File: config.mk
export PLATFORM = sky130hd
export DESIGN_NAME = tick_prescaler
export DESIGN_NICKNAME = d
export VERILOG_FILES = /design/src/rtl/tick_prescaler.sv
export SDC_FILE = /design/constraint.sdc
export NUM_CORES = 1
export LEC_CHECK = 0
export ABC_AREA = 0
export BUFFER_PORTS_ARGS = -buffer_cell sky130_fd_sc_hd__buf_2
export CAP_MARGIN = 40
export CORE_MARGIN = 1
export CORE_UTILIZATION = 25
export CTS_CLUSTER_SIZE = 24
export DETAILED_ROUTE_END_ITERATION = 8
export PLACE_DENSITY = 0.41
export SLEW_MARGIN = 25
export SYNTH_ARGS = -nofsm -noshare
export SYNTH_HDL_FRONTEND = slang
export SYNTH_SLANG_ARGS = --single-unit
File: constraint.sdc
create_clock -name clk -period 2.93 [get_ports clk]
set_input_delay 0.293 -clock clk [delete_from_list [all_inputs] [get_ports clk]]
set_output_delay 0.293 -clock clk [all_outputs]
set_load 0.02 [all_outputs]
File: src/rtl/tick_prescaler.sv
// tick_prescaler: divides clk by DIV and issues one-cycle enable ticks, either
// continuously (burst_len = 0) or as a burst of burst_len ticks ending with a done pulse.
// Optional feature macro: TICK_PRESCALER_AUTO_RELOAD_EN -- when defined, a finished burst
// reloads its length and keeps running instead of returning to idle.
module tick_prescaler #(
  parameter int unsigned DIV     = 10,
  parameter int unsigned BURST_W = 8
) (
  input  logic               clk,
  input  logic               reset,
  input  logic               start,
  input  logic               stop,
  input  logic [BURST_W-1:0] burst_len,
  output logic               tick,
  output logic               busy,
  output logic               done,
  output logic [BURST_W-1:0] ticks_left
);

  localparam int unsigned      PreW   = (DIV > 1) ? $clog2(DIV) : 1;
  localparam logic [PreW-1:0]  PreMax = PreW'(DIV - 1);

  typedef enum logic [0:0] {StIdle, StRun} state_e;

  state_e          state_q;
  logic [PreW-1:0] pre_q;
  logic            pre_wrap;

`ifdef TICK_PRESCALER_AUTO_RELOAD_EN
  // Burst length captured at accept; later burst_len changes must not affect reloads.
  logic [BURST_W-1:0] len_q;
`endif

  // Prescaler reaches its last count; the next edge issues a tick.
  assign pre_wrap = (pre_q == PreMax);

  // Control FSM with registered tick/busy/done/ticks_left; stop outranks a pending tick.
  always_ff @(posedge clk) begin
    if (reset) begin
      state_q    <= StIdle;
      pre_q      <= '0;
      tick       <= 1'b0;
      busy       <= 1'b0;
      done       <= 1'b0;
      ticks_left <= '0;
`ifdef TICK_PRESCALER_AUTO_RELOAD_EN
      len_q      <= '0;
`endif
    end else begin
      tick <= 1'b0;
      done <= 1'b0;
      unique case (state_q)
        StIdle: begin
          pre_q <= '0;
          if (start && !stop) begin
            state_q    <= StRun;
            busy       <= 1'b1;
            ticks_left <= burst_len;
`ifdef TICK_PRESCALER_AUTO_RELOAD_EN
            len_q      <= burst_len;
`endif
          end
        end
        StRun: begin
          if (stop) begin
            state_q    <= StIdle;
            busy       <= 1'b0;
            pre_q      <= '0;
            ticks_left <= '0;
          end else if (pre_wrap) begin
            pre_q <= '0;
            tick  <= 1'b1;
            // A nonzero count means burst mode; continuous mode keeps ticks_left at 0.
            if (ticks_left == BURST_W'(1)) begin
              done <= 1'b1;
`ifdef TICK_PRESCALER_AUTO_RELOAD_EN
              ticks_left <= len_q;
`else
              state_q    <= StIdle;
              busy       <= 1'b0;
              ticks_left <= '0;
`endif
            end else if (ticks_left != '0) begin
              ticks_left <= ticks_left - BURST_W'(1);
            end
          end else begin
            pre_q <= pre_q + PreW'(1);
          end
        end
        default: state_q <= StIdle;
      endcase
    end
  end

endmodule

==> metrics.md <==
| Metric | Value |
|---|---|
| Status | `completed` |
| Synth Flop Type | `dfxtp_1` |
| Drc violations | `0` |
| Fin. Hold Viols | `0` |
| Max Clock Skew | `0.00507 ns` |
| DR WL/cell | `14.7 um` |
| Via density | `5.01` |
| Vias in the first global route | `822` |
| Commonest non-fill, non-tap cell in the layout | `buf_2` |
| WL final | `2.57 mm` |
| GR Util All Layers | `13.4%` |
| Share of layout cells above drive strength 1 | `roughly 27%` |
| CTS buffer count | `3` |
| Ant. Diodes | `0` |
| Power per Cell Area | `~490 nW/um^2` |
| Cell area after synthesis | `952 um^2` |
| CTS Sinks | `16` |
| Layout area overhead | `21.6%` |
| Clock Path Buffers | `2` |
| F_max | `0.485 GHz` |
| Syn_nets | `120` |
| Via count | `877` |
| Root Driver | `clkbuf_8` |
| Setup violators final | `0` |
| CP required | `3.04 ns` |
| Drt pass-1 iters | `4` |
| Total grt overflow | `0` |
| CP startpoint kind | `register` |
| RSZ-0062 raised after global routing | `no` |
| CP endpoint kind | `register` |
| R2R Setup Slk | `0.87 ns` |
| Post-CTS sizing | `0` |
| Final nets | `145` |
| Slew of the pin with the lowest slew margin | `0.621 ns` |
| Dpl ws | `0.895 ns` |
| ANT nets after route | `0` |
| Slew HR | `58.4%` |
| Die W | `63.7 um` |
| Ys Warns | `0` |
| Final clock period utilization by the worst path | `70.4%` |
| Post-synth EDFFs | `0` |
| Detail Placement HPWL | `1.88 mm` |
| Pin count of the biggest net entering global routing | `18` |
| Initial antenna violation count | `0` |
| Setup TNS | `0 ns` |
| Port Buf Inserts | `22` |
| Max rail drop VDD | `around 0.14 mV` |
| Most frequent cells in the layout | `buf_2, dfxtp_1, nor2_1` |
| Layout fillers | `396` |
| Max-capacitance violation count | `0` |
| Multi-input logic area | `589 um^2` |
| Synthesized flop and latch total | `16` |
| First-pass GRT wire length | `4.18 mm` |
| Postcts setup bufs | `0` |
| Mapped Avg Cell Area | `approximately 9.2 um^2` |
| Hold Path Class | `in2reg` |
| Final Max Slew Viols | `0` |
| Core ar. | `3660 um^2` |
| Seq/Total Area, Yosys | `around 34%` |
| Leak pwr | `0.000461 uW` |
| Number of placed I/O pins | `23` |
| TritonCTS clock tree | `yes` |
| Cell variety after synth | `38` |
| Die Footprint | `4060 um^2` |
| Initial core utilization | `26.0%` |
| WS Path Type | `reg2reg` |
| Clock transition at path regs | `0.07 ns` |
| FF/Latch Area | `320 um^2` |
| Worst setup margin | `0.867 ns` |
| Post-synth ARST share | `0%` |
| Critical-path maximum fanout | `7` |
| Clk_lat worst skew | `roughly 0.25 ns` |
| RePlAce Congestion | `~0.74` |
| H-tree lvl count | `1` |
| Initial DRC Count | `38` |
| Rows | `22` |
| Mapped Cells | `103` |
| Die H | `63.7 um` |
| Worst Path Arrival | `2.17 ns` |
| Post-layout minimum cycle time | `slightly above 2 ns` |
| CTS Hold Bufs | `0` |
[cells by family (layout without fill, tap and decap cells)]
family | count (synthesis) | count (layout) | share of synthesized area [%]
simple gates | 38 | 38 | 23.0
buf+inv | 8 | 32 | 4.47
compound gates | 33 | 33 | 29.3
xor+xnor | 2 | 2 | 1.84
fa+ha+maj | 5 | 5 | 6.57
mux | 1 | 1 | 1.18
flops | 16 | 16 | 33.6
[critical path, cell delays in order, from the launching register on]
cell,delay (ns)
dfxtp_1,0.38
inv_1,0.11
ha_1,0.23
nor4b_1,0.35
a211oi_1,0.15
nor2_1,0.52
o32ai_1,0.17
[final cells by class]
class / instances / area share [%]
clock buffer: 4 / 4.76
inverter: 6 / 1.95
multi-input combinational: 79 / 50.9
sequential: 16 / 27.7
tap: 48 / 5.19
timing repair buffer: 22 / 9.51
[registers in the layout, summed over array words and instances, names as in the netlist]
name	flops
tick	1
pre_q	4
done	1
state_q	1
ticks_left	8
busy	1
[cells in the mapped netlist (2+ instances only)]
library cell / number / area, um^2
dfxtp_1: 16 / 320
a21oi_1: 2 / 10.0
nand2b_1: 7 / 43.8
inv_1: 5 / 18.8
o32ai_1: 5 / 43.8
and2b_2: 2 / 17.5
nand2_1: 4 / 15.0
o21ai_0: 2 / 10.0
nor2_1: 9 / 33.8
nor3_1: 4 / 20.0
nor4b_1: 2 / 17.5
a221oi_1: 6 / 52.6
a22oi_1: 2 / 15.0
a211oi_1: 6 / 45.0
nor4_1: 2 / 12.5
ha_1: 5 / 62.6
a32oi_1: 2 / 17.5
or3_1: 2 / 12.5
[metrics by stage]
stage          instances  instance area, um^2  hold slack [ns]  utilization [%]  power [uW]
4_1_cts              175                 1160            0.417             31.6         572
3_5_place_dp         171                 1100            0.458             30.1         372
2_1_floorplan        103                  952            0.381                -         334
3_3_place_gp         171                 1100            0.452             30.1         374
5_1_grt              175                 1160            0.436             31.6         594
6_report             175                 1160            0.428             31.6         563
[routing by layer]
| layer | up-vias | track usage [%] | routed length [um] |
|---|---|---|---|
| met3 | 2 | 2.36 | 83 |
| met1 | 411 | 19.0 | 1340 |
| met4 | 0 | 5.97 | 29 |
| met5 | - | 0 | 0 |
| met2 | 16 | 19.4 | 1110 |
| li1 | 448 | - | - |
[path summary, 6_finish.rpt]
| path | to | cells after the start | start |
|---|---|---|---|
| worst max register to register | ticks_left[3] | 6 | ticks_left[1] |
| worst min-delay path | state_q | 2 | reset |
| worst max-delay path | ticks_left[3] | 6 | ticks_left[1] |
| worst min register to register | pre_q[0] | 1 | pre_q[0] |
[report_power, final]
group          internal (uW)  switching [uW]  total (uW)
Clock                    119            76.6         196
Combinational           50.3            73.7         124
Sequential               228            15.8         244
Total                    397             166         563
Power figures use the tool's default switching activity.
